## src/rtl/regfile_wb_if.sv

```systemverilog
// Result-source handshakes, issue-stage allocation and register file write port
// for the integer register file write-back stage.
interface regfile_wb_if #(
  parameter int ADDR_W  = 5,
  parameter int DATA_W  = 32,
  parameter int REG_NUM = 2**ADDR_W
);
  logic              flush;
  logic              alu_valid;
  logic              alu_ready;
  logic [ADDR_W-1:0] alu_rd;
  logic [DATA_W-1:0] alu_data;
  logic              lsu_valid;
  logic              lsu_ready;
  logic [ADDR_W-1:0] lsu_rd;
  logic [DATA_W-1:0] lsu_data;
  logic              iss_set;
  logic [ADDR_W-1:0] iss_rd;
  logic              we;
  logic [ADDR_W-1:0] waddr;
  logic [DATA_W-1:0] wdata;
  logic [REG_NUM-1:0] pend;

  modport master (
    output flush, alu_valid, alu_rd, alu_data, lsu_valid, lsu_rd, lsu_data,
           iss_set, iss_rd,
    input  alu_ready, lsu_ready, we, waddr, wdata, pend
  );

  modport slave (
    input  flush, alu_valid, alu_rd, alu_data, lsu_valid, lsu_rd, lsu_data,
           iss_set, iss_rd,
    output alu_ready, lsu_ready, we, waddr, wdata, pend
  );
endinterface

```

## src/rtl/regfile_wb.sv

```systemverilog
// Register file write-back: round-robin merge of ALU and LSU results onto the
// single write port, plus the pending-write bitmap used for RAW hazard checks.
module regfile_wb #(
  parameter int ADDR_W  = 5,
  parameter int DATA_W  = 32,
  parameter int REG_NUM = 2**ADDR_W
) (
  input  logic         clk,
  input  logic         rst_n,
  regfile_wb_if.slave  bus
);

  typedef enum logic {SRC_ALU = 1'b0, SRC_LSU = 1'b1} src_e;

  localparam logic [REG_NUM-1:0] BIT0 = {{(REG_NUM-1){1'b0}}, 1'b1};

  src_e               last_r;
  src_e               last_nxt_s;
  logic               grant_alu_s;
  logic               grant_lsu_s;
  logic               xfer_s;
  logic [ADDR_W-1:0]  xfer_rd_s;
  logic [DATA_W-1:0]  xfer_data_s;
  logic [REG_NUM-1:0] clr_mask_s;
  logic [REG_NUM-1:0] set_mask_s;
  logic [REG_NUM-1:0] pend_nxt_s;
  logic               we_r;
  logic [ADDR_W-1:0]  waddr_r;
  logic [DATA_W-1:0]  wdata_r;
  logic [REG_NUM-1:0] pend_r;

  // Arbitration: a tie goes to the source that was not granted last
  always_comb begin
    grant_alu_s = 1'b0;
    grant_lsu_s = 1'b0;
    case ({bus.alu_valid, bus.lsu_valid})
      2'b10:   grant_alu_s = 1'b1;
      2'b01:   grant_lsu_s = 1'b1;
      2'b11: begin
        if (last_r == SRC_ALU) begin
          grant_lsu_s = 1'b1;
        end else begin
          grant_alu_s = 1'b1;
        end
      end
      default: begin
        grant_alu_s = 1'b0;
        grant_lsu_s = 1'b0;
      end
    endcase
  end

  assign bus.alu_ready = grant_alu_s & ~bus.flush & rst_n;
  assign bus.lsu_ready = grant_lsu_s & ~bus.flush & rst_n;

  // Select the transferring source and the next round-robin pointer
  always_comb begin
    xfer_s      = 1'b0;
    xfer_rd_s   = '0;
    xfer_data_s = '0;
    last_nxt_s  = last_r;
    if (bus.alu_valid && bus.alu_ready) begin
      xfer_s      = 1'b1;
      xfer_rd_s   = bus.alu_rd;
      xfer_data_s = bus.alu_data;
      last_nxt_s  = SRC_ALU;
    end else if (bus.lsu_valid && bus.lsu_ready) begin
      xfer_s      = 1'b1;
      xfer_rd_s   = bus.lsu_rd;
      xfer_data_s = bus.lsu_data;
      last_nxt_s  = SRC_LSU;
    end else begin
      xfer_s      = 1'b0;
    end
  end

  // Scoreboard next state: the set is applied after the clear so a fresh allocation wins
  always_comb begin
    clr_mask_s = xfer_s ? (BIT0 << xfer_rd_s) : '0;
    set_mask_s = (bus.iss_set && (bus.iss_rd != '0)) ? (BIT0 << bus.iss_rd) : '0;
    pend_nxt_s = (pend_r & ~clr_mask_s) | set_mask_s;
    pend_nxt_s[0] = 1'b0;
  end

  // Registered write port, round-robin pointer and pending bitmap
  always_ff @(posedge clk) begin
    if (!rst_n) begin
      we_r    <= 1'b0;
      waddr_r <= '0;
      wdata_r <= '0;
      pend_r  <= '0;
      last_r  <= SRC_ALU;
    end else begin
      we_r   <= xfer_s && (xfer_rd_s != '0);
      last_r <= last_nxt_s;
      pend_r <= bus.flush ? '0 : pend_nxt_s;
      if (xfer_s) begin
        waddr_r <= xfer_rd_s;
        wdata_r <= xfer_data_s;
      end else begin
        waddr_r <= waddr_r;
        wdata_r <= wdata_r;
      end
    end
  end

  assign bus.we    = we_r;
  assign bus.waddr = waddr_r;
  assign bus.wdata = wdata_r;
  assign bus.pend  = pend_r;

endmodule

```

## src/flat_wrapper.sv

```systemverilog
// flat-port wrapper written by rule: the top's interface ports become plain ports
module regfile_wb_flat 
#(
  parameter int ADDR_W  = 5,
  parameter int DATA_W  = 32,
  parameter int REG_NUM = 2**ADDR_W
)
  (clk, rst_n, bus_flush, bus_alu_valid, bus_alu_rd, bus_alu_data, bus_lsu_valid, bus_lsu_rd, bus_lsu_data, bus_iss_set, bus_iss_rd, bus_alu_ready, bus_lsu_ready, bus_we, bus_waddr, bus_wdata, bus_pend);
  regfile_wb_if #(.ADDR_W(ADDR_W), .DATA_W(DATA_W), .REG_NUM(REG_NUM)) bus_i ();
  input  logic clk;
  input  logic rst_n;
  input wire logic [$bits(bus_i.flush)-1:0] bus_flush;
  input wire logic [$bits(bus_i.alu_valid)-1:0] bus_alu_valid;
  input wire logic [$bits(bus_i.alu_rd)-1:0] bus_alu_rd;
  input wire logic [$bits(bus_i.alu_data)-1:0] bus_alu_data;
  input wire logic [$bits(bus_i.lsu_valid)-1:0] bus_lsu_valid;
  input wire logic [$bits(bus_i.lsu_rd)-1:0] bus_lsu_rd;
  input wire logic [$bits(bus_i.lsu_data)-1:0] bus_lsu_data;
  input wire logic [$bits(bus_i.iss_set)-1:0] bus_iss_set;
  input wire logic [$bits(bus_i.iss_rd)-1:0] bus_iss_rd;
  output wire logic [$bits(bus_i.alu_ready)-1:0] bus_alu_ready;
  output wire logic [$bits(bus_i.lsu_ready)-1:0] bus_lsu_ready;
  output wire logic [$bits(bus_i.we)-1:0] bus_we;
  output wire logic [$bits(bus_i.waddr)-1:0] bus_waddr;
  output wire logic [$bits(bus_i.wdata)-1:0] bus_wdata;
  output wire logic [$bits(bus_i.pend)-1:0] bus_pend;
  assign bus_i.flush = bus_flush;
  assign bus_i.alu_valid = bus_alu_valid;
  assign bus_i.alu_rd = bus_alu_rd;
  assign bus_i.alu_data = bus_alu_data;
  assign bus_i.lsu_valid = bus_lsu_valid;
  assign bus_i.lsu_rd = bus_lsu_rd;
  assign bus_i.lsu_data = bus_lsu_data;
  assign bus_i.iss_set = bus_iss_set;
  assign bus_i.iss_rd = bus_iss_rd;
  assign bus_alu_ready = bus_i.alu_ready;
  assign bus_lsu_ready = bus_i.lsu_ready;
  assign bus_we = bus_i.we;
  assign bus_waddr = bus_i.waddr;
  assign bus_wdata = bus_i.wdata;
  assign bus_pend = bus_i.pend;
  regfile_wb #(.ADDR_W(ADDR_W), .DATA_W(DATA_W), .REG_NUM(REG_NUM)) u_core (.clk(clk), .rst_n(rst_n), .bus(bus_i));
endmodule
```

## config.mk

```make
export PLATFORM = sky130hd
export DESIGN_NAME = regfile_wb_flat
export DESIGN_NICKNAME = d
export VERILOG_FILES = /design/src/rtl/regfile_wb_if.sv /design/src/rtl/regfile_wb.sv /design/src/flat_wrapper.sv
export SDC_FILE = /design/constraint.sdc
export NUM_CORES = 1
export LEC_CHECK = 0
export BUFFER_PORTS_ARGS = -buffer_cell sky130_fd_sc_hd__buf_2
export CAP_MARGIN = 20
export CORE_ASPECT_RATIO = 1.5
export CORE_MARGIN = 2
export CORE_UTILIZATION = 47
export DETAILED_ROUTE_END_ITERATION = 10
export GPL_TIMING_DRIVEN = 0
export HOLD_SLACK_MARGIN = 0.05
export PLACE_DENSITY = 0.87
export SYNTH_ARGS = -nofsm -noshare
export SYNTH_HDL_FRONTEND = slang
export SYNTH_SLANG_ARGS = --single-unit
```

## constraint.sdc

```tcl
create_clock -name clk -period 2.4 [get_ports clk]
set_input_delay 0.24 -clock clk [delete_from_list [all_inputs] [get_ports clk]]
set_output_delay 0.24 -clock clk [all_outputs]
set_load 0.005 [all_outputs]
```

Word level (Yosys, flattened, before mapping). Cells that the tools add are included.

Reduce and logical (&&, ||, !) cells: 8. Equal/unequal tests: 3. Mux-type cells: 12. Shift operators: 2. Bitwise gates (word level): 9.

Operators with widths (number): two-way mux 32 bit (4); << shifter 1 x 5 -> 32 bit, first input constant (2); bitwise AND 32 bit (1); NOT 32 bit (1); OR 32 bit (1); two-way mux 5 bit (2); nonzero test 5 bit (2); bitwise AND 1 bit (4); equality test 2 bit, second input constant (2); logical AND 1 bit (4); two-way mux 1 bit (4); case mux 1 bit (2 select lines) (2); OR reduction 2 bit (2); equality test 2 x 1 -> 1 bit, second input constant (1); NOT 1 bit (2).

Bits in registers: 71. Word-level logic and storage cells: 40. Input bits: 85. Output and inout port bits: 72.

Depth between registers and ports, before layout. Gate-level depths: netlist of run 1.

Depth after elaboration: 12. Depth in mapped cells: 7. Depth with buffers taken out: 6.

Worst setup path after synthesis of run 1. Ideal clock, no wire load.

Kind: reg-to-reg. From: register u_core.last_r. To: register u_core.pend_r[20], in the netlist u_core.bus.pend[20]. Stages on the path, launching flop included: 7. Arrival time: 1.640 ns. Library setup time: 0.132 ns. Clock period less this slack: 1.772 ns. Setup slack: 0.628 ns. Required time: 2.268 ns. Cells stage by stage: dfxtp_1 nand2b_1 buf_6 a211o_1 a2111o_1 o31ai_1 a21oi_1.

Longest elaborated chain between the ends: 12. Elaborated cells between the ends (all ways): 19. Those cells by class: shift (1); mux (9); bitwise (7); reduce/logical (2).

RTL lines: start, declared (RTL line regfile_wb.sv:17) `src_e last_r;`; start signal, assigned (RTL line regfile_wb.sv:95) `last_r <= last_nxt_s;`; two-way mux 1 bit (RTL line regfile_wb.sv:40) `if (last_r == SRC_ALU) begin`; case mux 1 bit (2 select lines) (RTL line regfile_wb.sv:36) `case ({bus.alu_valid, bus.lsu_valid})`; bitwise AND 1 bit (2 in series) (RTL line regfile_wb.sv:54) `assign bus.lsu_ready = grant_lsu_s & ~bus.flush & rst_n;`; logical AND 1 bit (RTL line regfile_wb.sv:67) `end else if (bus.lsu_valid && bus.lsu_ready) begin`; two-way mux 5 bit (RTL line regfile_wb.sv:67); two-way mux 5 bit (RTL line regfile_wb.sv:62) `if (bus.alu_valid && bus.alu_ready) begin`; << shifter 1 x 5 -> 32 bit (RTL line regfile_wb.sv:79) `clr_mask_s = xfer_s ? (BIT0 << xfer_rd_s) : '0;`; two-way mux 32 bit * (RTL line regfile_wb.sv:79); NOT 32 bit * (RTL line regfile_wb.sv:81) `pend_nxt_s = (pend_r & ~clr_mask_s) | set_mask_s;`; bitwise AND 32 bit * (RTL line regfile_wb.sv:81); OR 32 bit * (RTL line regfile_wb.sv:81); end signal, assigned (RTL line regfile_wb.sv:96) `pend_r <= bus.flush ? '0 : pend_nxt_s;`; end, declared (RTL line regfile_wb.sv:30) `logic [REG_NUM-1:0] pend_r;`.

Every way passes the cells marked *; elsewhere a longest branch is shown, timed or not. A chain may end at the register's enable or synchronous reset.

Worst setup path after layout of run 1.
From: register u_core.last_r. To: output port bus_alu_ready.

Longest elaborated chain between the ends: 4.

RTL lines: two-way mux 1 bit (RTL line regfile_wb.sv:40); case mux 1 bit (2 select lines) (RTL line regfile_wb.sv:36); bitwise AND 1 bit (2 in series) (RTL line regfile_wb.sv:53) `assign bus.alu_ready = grant_alu_s & ~bus.flush & rst_n;`; end, declared (RTL line flat_wrapper.sv:21) `output wire logic [$bits(bus_i.alu_ready)-1:0] bus_alu_ready;`.

Every way passes these cells.

==> results of run 1 <==
per-stage QoR:
step	worst slack, ns	instances
6_report	0.165	703
5_1_grt	0.0376	703
4_1_cts	0.146	703
3_5_place_dp	0.214	687
3_3_place_gp	0.225	687
2_1_floorplan	0.628	433
power breakdown:
| part | switching [W] | leakage, nW | internal, W |
|---|---|---|---|
| registers | 0.0000223 | 0.570 | 0.00121 |
| clock network | 0.000446 | 0.0954 | 0.000457 |
| logic | 0.000236 | 1.33 | 0.000163 |
| total | 0.000704 | 2.00 | 0.00183 |
per-layer routing:
metal  global-route usage  part of all wire
met3               0.0675             0.073
met2                0.501              0.53
met5                    0                 0
met1                0.286              0.36
met4                0.162             0.033
Yosys cell counts (all sizes together), types with 4 or more instances:
library cell	count	share of area
a311oi	40	0.10
o21ai	14	0.020
clkbuf	17	0.019
a21boi	5	0.011
and2	4	0.0073
nand2	91	0.099
nor2	51	0.056
and3	5	0.0091
nand2b	4	0.0073
buf	12	0.020
nand4	6	0.011
nor3	8	0.012
a21oi	27	0.039
a32o	5	0.015
nor2b	6	0.012
a31o	5	0.013
inv	6	0.0065
dfxtp	70	0.41
nand3	11	0.016
nor3b	5	0.011
state kept, by name, summed over array words and instances (netlist names):
register / count
u_core.bus.wdata: 32
u_core.bus.pend: 31
u_core.bus.waddr: 5
u_core.bus.we: 1
u_core.last_r: 1
critical path: cells and delay by family (launching register included):
kind,cells,cell delay (ns)
and+or+nand+nor,2,0.50
buffers and inverters,3,0.73
DFF,1,0.39
worst max path at each step:
stage / from / cells past startpoint / to / slack (ns)
3_5_place_dp: rst_n / 8 / u_core.bus.pend[12] / 0.21
3_3_place_gp: rst_n / 8 / u_core.bus.pend[12] / 0.23
2_1_floorplan: u_core.last_r / 6 / u_core.bus.pend[20] / 0.63
4_1_cts: u_core.last_r / 5 / bus_alu_ready / 0.15
6_report: u_core.last_r / 5 / bus_alu_ready / 0.17
5_1_grt: u_core.last_r / 5 / bus_alu_ready / 0.04
logic make-up after synthesis:
logic type,count (synthesis),share of synthesized area
AO/OA/AOI/OAI,119,0.265
AND/OR/NAND/NOR,204,0.270
flip-flops,70,0.408
buffers and inverters,36,0.0462
multiplexers,3,0.00982
other,1,0.00109
cell type report:
class | instances | area share
inverter | 7 | 0.00581
clock inverter | 3 | 0.00387
buffer | 29 | 0.0293
sequential | 70 | 0.310
timing repair buffer | 154 | 0.170
clock buffer | 13 | 0.0374
tap | 100 | 0.0277
multi-input combinational | 327 | 0.415
placed cells by master (no fill, tap or decap), drive strengths merged, types with 4 or more instances in the layout:
| cell type | instances |
|---|---|
| o21ai | 14 |
| dfxtp | 70 |
| nand3 | 11 |
| nand2b | 4 |
| inv | 6 |
| nand2 | 91 |
| nor2 | 51 |
| a21oi | 27 |
| nor3 | 8 |
| clkbuf | 30 |
| nor2b | 6 |
| a311oi | 40 |
| buf | 166 |
| nor3b | 5 |
| and3 | 5 |
| a21boi | 5 |
| and2 | 4 |
| nand4 | 6 |
| a32o | 5 |
| a31o | 5 |
==> out/qor.csv, run 1 <==
metric,value,unit
status,finished clean,
num_rows,38,
cts_root_buf,clkbuf_8,
ys.flop_type,dfxtp_1,
firstDrtPassIters,5,
cp_common_cell,buf_2,
power,0.00253,W
fill_cells,646,
groute.usage.overall,0.279,
cts_max_path_buffers,2,
placed_area,4330,um2
syn_inst,433,
holdPathStages,3,
cp_slowest_stage_delay,0.39,ns
synth_edf_count,0,
path_cells,nand2b_1 -> nand3_1 -> inv_2 -> buf_2 -> buf_2,
r2r_start,u_core.last_r,
design.die.area,8030,um2
num_antenna_cells,0,
synth-seq-area-share,0.408,
gp_congestion,0.924,
post_drt_wl_per_cell,15.9,um
p_per_area,560,nW/um2
critical_path_class,flip-flop to output pin,
cts_buffers,9,
ant_nets,0,
clk_transition_reported_paths,0.08,ns
start_kind,flip-flop,
ys_ff_latch,70,
finalWorstPathRequiredPeriod,2.23,ns
multi_input_area,1880,um2
endpoint_kind,output pin,
syn_area,3440,um2
setup_viol,0,
worst_pin_slew,0.708,ns
yosysWarningCount,0,
wl,11200,um
syn2layout_area_growth,31.5,%
ys_types,53,
rsz0062_at_grt,false,
min_path_type,input port to flip-flop,
vias,4024,
cts_sinks,70,
r2r_slack,0.29,ns
min_to,u_core.bus.wdata[30],
drive_above_1_share,0.325,
portBuffers,154,
worst_path_max_delay_cell,dfxtp_1,
cts_resized,0,
ir_worst_vdd,393,uV
grt_pass1_vias,3916,
synth_nets,518,
grt-ovfl-total,0,
grt_pass1_wl,17400,um
io_pins,157,
dr.first_iter.drc_count,231,
setup_tns,0,ns
cts_tree,built,
r2r_end,u_core.bus.pend[5],
relSlewSlack,0.524,
num-nets-final,683,
dieHeight,109,um
hold_viol,0,
async_flop_share,0,
critical_path_arrival,1.99,ns
dp_hpwl,8690,um
required,2.16,ns
finish.utilization,0.630,
drt-vias-per-instance,5.72,
p_leak,2.00,nW
grt_max_degree,12,
start_util,0.479,
final_cell_area,4520,um2
ctsHoldBuffers,0,
antenna_found_initial,0,
syn_avg_cell_area,7.94,um2
clock_skew,0.00681,ns
worst-path-max-fanout,10,
post-route-period-util,0.931,
seq_area,1400,um2
core,7180,um2
slew_viol_final,0,
holdWs,0.131,ns
maxCapViolations,0,
clk_latency,0.36,ns
die_w,73.8,um
hold_start,bus_alu_data[30],
fmax,447,MHz
post_cts_buffers,0,
route.detailed.drc,0,
r2r_cells,6,
htree_levels,3,
No activity file was read; power rests on OpenSTA's default activity.
==> run 2: changes to the inputs <==
--- a/config.mk
+++ b/config.mk
@@ -15,4 +15,5 @@
 export HOLD_SLACK_MARGIN = 0.05
 export PLACE_DENSITY = 0.87
+export SETUP_SLACK_MARGIN = 0.3
 export SYNTH_ARGS = -nofsm -noshare
 export SYNTH_HDL_FRONTEND = slang
==> constraint.sdc (replaced) <==
create_clock -name clk -period 2.4 [get_ports clk]
set_input_delay 0.12 -clock clk [delete_from_list [all_inputs] [get_ports clk]]
set_output_delay 0.12 -clock clk [all_outputs]
set_load 0.005 [all_outputs]
==> run 2 against run 1 <==
Net effect:
- sequential share of layout area is 3.8 points lower
- hold slack worse by 0.060 ns
- clock skew is 0.0086 ns higher
- clock power is 0.8% higher
- utilization is 8.8 points higher
- design area is 14% higher
- register-to-register slack better by 0.04 ns
- combinational power is 29% higher
- critical path depth is 1 higher
- non-clock buffer count is 58 higher
- critical endpoint is now u_core.bus.pend[6]
- largest cell class unchanged
- largest power group unchanged
==> out/qor.csv, run 2 (same netlist as run 1, synthesis figures left out) <==
metric,value,unit,change
groute.usage.overall,0.361,,+0.0813
dr.first_iter.drc_count,459,,+99%
instances_no_fill,761,,+8.3%
p_leak,2.27,nW,+13%
clock_skew,0.0154,ns,+0.00855 ns
endpoint_kind,flip-flop,,
cts_root_buf,clkbuf_8,,
wl,14500,um,+30%
core,7180,um2,unchanged
post_drt_wl_per_cell,19.1,um,+20%
ir_worst_vdd,423,uV,+7.8%
power,0.00266,W,+5.1%
clk_transition_reported_paths,0.08,ns,about the same
start_util,0.479,,unchanged
worst-path-max-fanout,10,,unchanged
num_rows,38,,unchanged
multi_input_area,1920,um2,+2.5%
seq_area,1400,um2,unchanged
fmax,484,MHz,+8.2%
setup_tns,0,ns,unchanged
slew_viol_final,0,,unchanged
grt_pass1_vias,4585,,+17%
path_cells,nand2b_1 -> buf_6 -> nand4_1 -> o31a_1 -> nor4_1 -> a311oi_1,,
min_path_type,input port to flip-flop,,
die_w,73.8,um,unchanged
final_cell_mix,"buf_2 (163), nand2_1 (91), dfxtp_1 (70)",,
critical_path_arrival,2.28,ns,+0.29 ns
cts_tree,built,,
clk_latency,0.36,ns,about the same
largest_reg_flops,32,,unchanged
critical_path_class,flip-flop to flip-flop,,
antenna_found_initial,0,,unchanged
design.die.area,8030,um2,unchanged
final_common_cell,buf_2,,
finish.utilization,0.717,,+0.0877
maxCapViolations,0,,unchanged
status,finished clean,,
r2r_slack,0.33,ns,+0.04 ns
ant_nets,0,,unchanged
setup_viol,0,,unchanged
finalWorstPathRequiredPeriod,2.07,ns,-0.169 ns
dieHeight,109,um,unchanged
portBuffers,154,,unchanged
num_antenna_cells,0,,unchanged
hold_viol,0,,unchanged
grt_max_degree,12,,unchanged
num-nets-final,741,,+8.5%
grt_pass1_wl,22100,um,+26%
drive_above_1_share,0.301,,-0.0240
post_cts_buffers,0,,unchanged
p_per_area,516,nW/um2,-7.8%
firstDrtPassIters,5,,unchanged
syn2layout_area_growth,49.8,%,
start_kind,flip-flop,,
vias,4566,,+13%
io_pins,157,,unchanged
worst_pin_slew,0.735,ns,+0.0271 ns
rsz0062_at_grt,true,,
drt-vias-per-instance,6.00,,+4.8%
htree_levels,3,,unchanged
relSlewSlack,0.505,,-0.0189
post-route-period-util,0.861,,-0.0704
dp_cells,687,,unchanged
cp_slowest_stage_delay,0.41,ns,+0.02 ns
dp_hpwl,8690,um,unchanged
worst_path_max_delay_cell,nor4_1,,
holdWs,0.0704,ns,-0.0605 ns
cts_sinks,70,,unchanged
gp_congestion,0.924,,unchanged
grt-ovfl-total,0,,unchanged
fill_cells,512,,-21%
route.detailed.drc,0,,unchanged
cts_buffers,9,,unchanged
cts_max_path_buffers,2,,unchanged
required,2.61,ns,+0.45 ns
==> run 2: cell count changes in the layout (fill, tap and decap cells not counted), moves of 2 or more <==
cell,delta
a221oi_4,+2
o21ai_1,+2
dlygate4sd3_1,+58
a221oi_2,-2
o21ai_0,-2
==> run 2: metal layers <==
layer | global-route usage | routed length (um) | up-vias
met2 | 0.610 | 7160 | 352
li1 | - | - | 2039
met4 | 0.243 | 917 | 0
met3 | 0.0933 | 1400 | 99
met1 | 0.384 | 5080 | 2076
met5 | 0 | 0 | -
==> run 2: worst max-delay path: cells and delay by family (launching register included) <==
family / cells / cell delay (ns)
simple gates: 3 / 0.86
buf+inv: 1 / 0.16
compound gates: 2 / 0.50
flops: 1 / 0.40
==> run 2: per-stage QoR <==
step | cell area (um2) | worst slack, ns
final | 5150 | 0.334
after global routing | 5150 | 0.286
after CTS | 5100 | 0.266
after detailed placement | 4330 | 0.286
after global placement | 4330 | 0.334
after floorplan | 3440 | 0.628
==> run 2: report_power, final <==
part | switching, W | leakage, nW | internal [W] | total (W)
logic | 0.000287 | 1.60 | 0.000227 | 0.000514
registers | 0.0000270 | 0.570 | 0.00121 | 0.00123
clock network | 0.000453 | 0.0954 | 0.000457 | 0.000910
==> run 2: final cells by class <==
type | instances | share of cell area
well taps | 100 | 0.0243
flip-flops and latches | 70 | 0.272
clock buffers | 13 | 0.0328
plain buffers | 29 | 0.0258
inverters | 7 | 0.00559
multi-input cells | 327 | 0.374
repair buffers | 212 | 0.262
clock inverters | 3 | 0.00340
==> run 2: repair_timing <==
action                                  in CTS  in global routing
endpoints found under the hold margin       30                  0
endpoints found under the setup margin       3                 45
hold buffers                                58                  0
gates resized for setup                      0                  9
==> run 2: worst paths after layout <==
check	start	endpoint	depth (start not counted)
max	u_core.last_r	u_core.bus.pend[6]	6
min	bus_alu_data[0]	u_core.bus.wdata[0]	3
max reg2reg	u_core.last_r	u_core.bus.pend[6]	6
min reg2reg	u_core.bus.waddr[3]	u_core.bus.waddr[3]	2
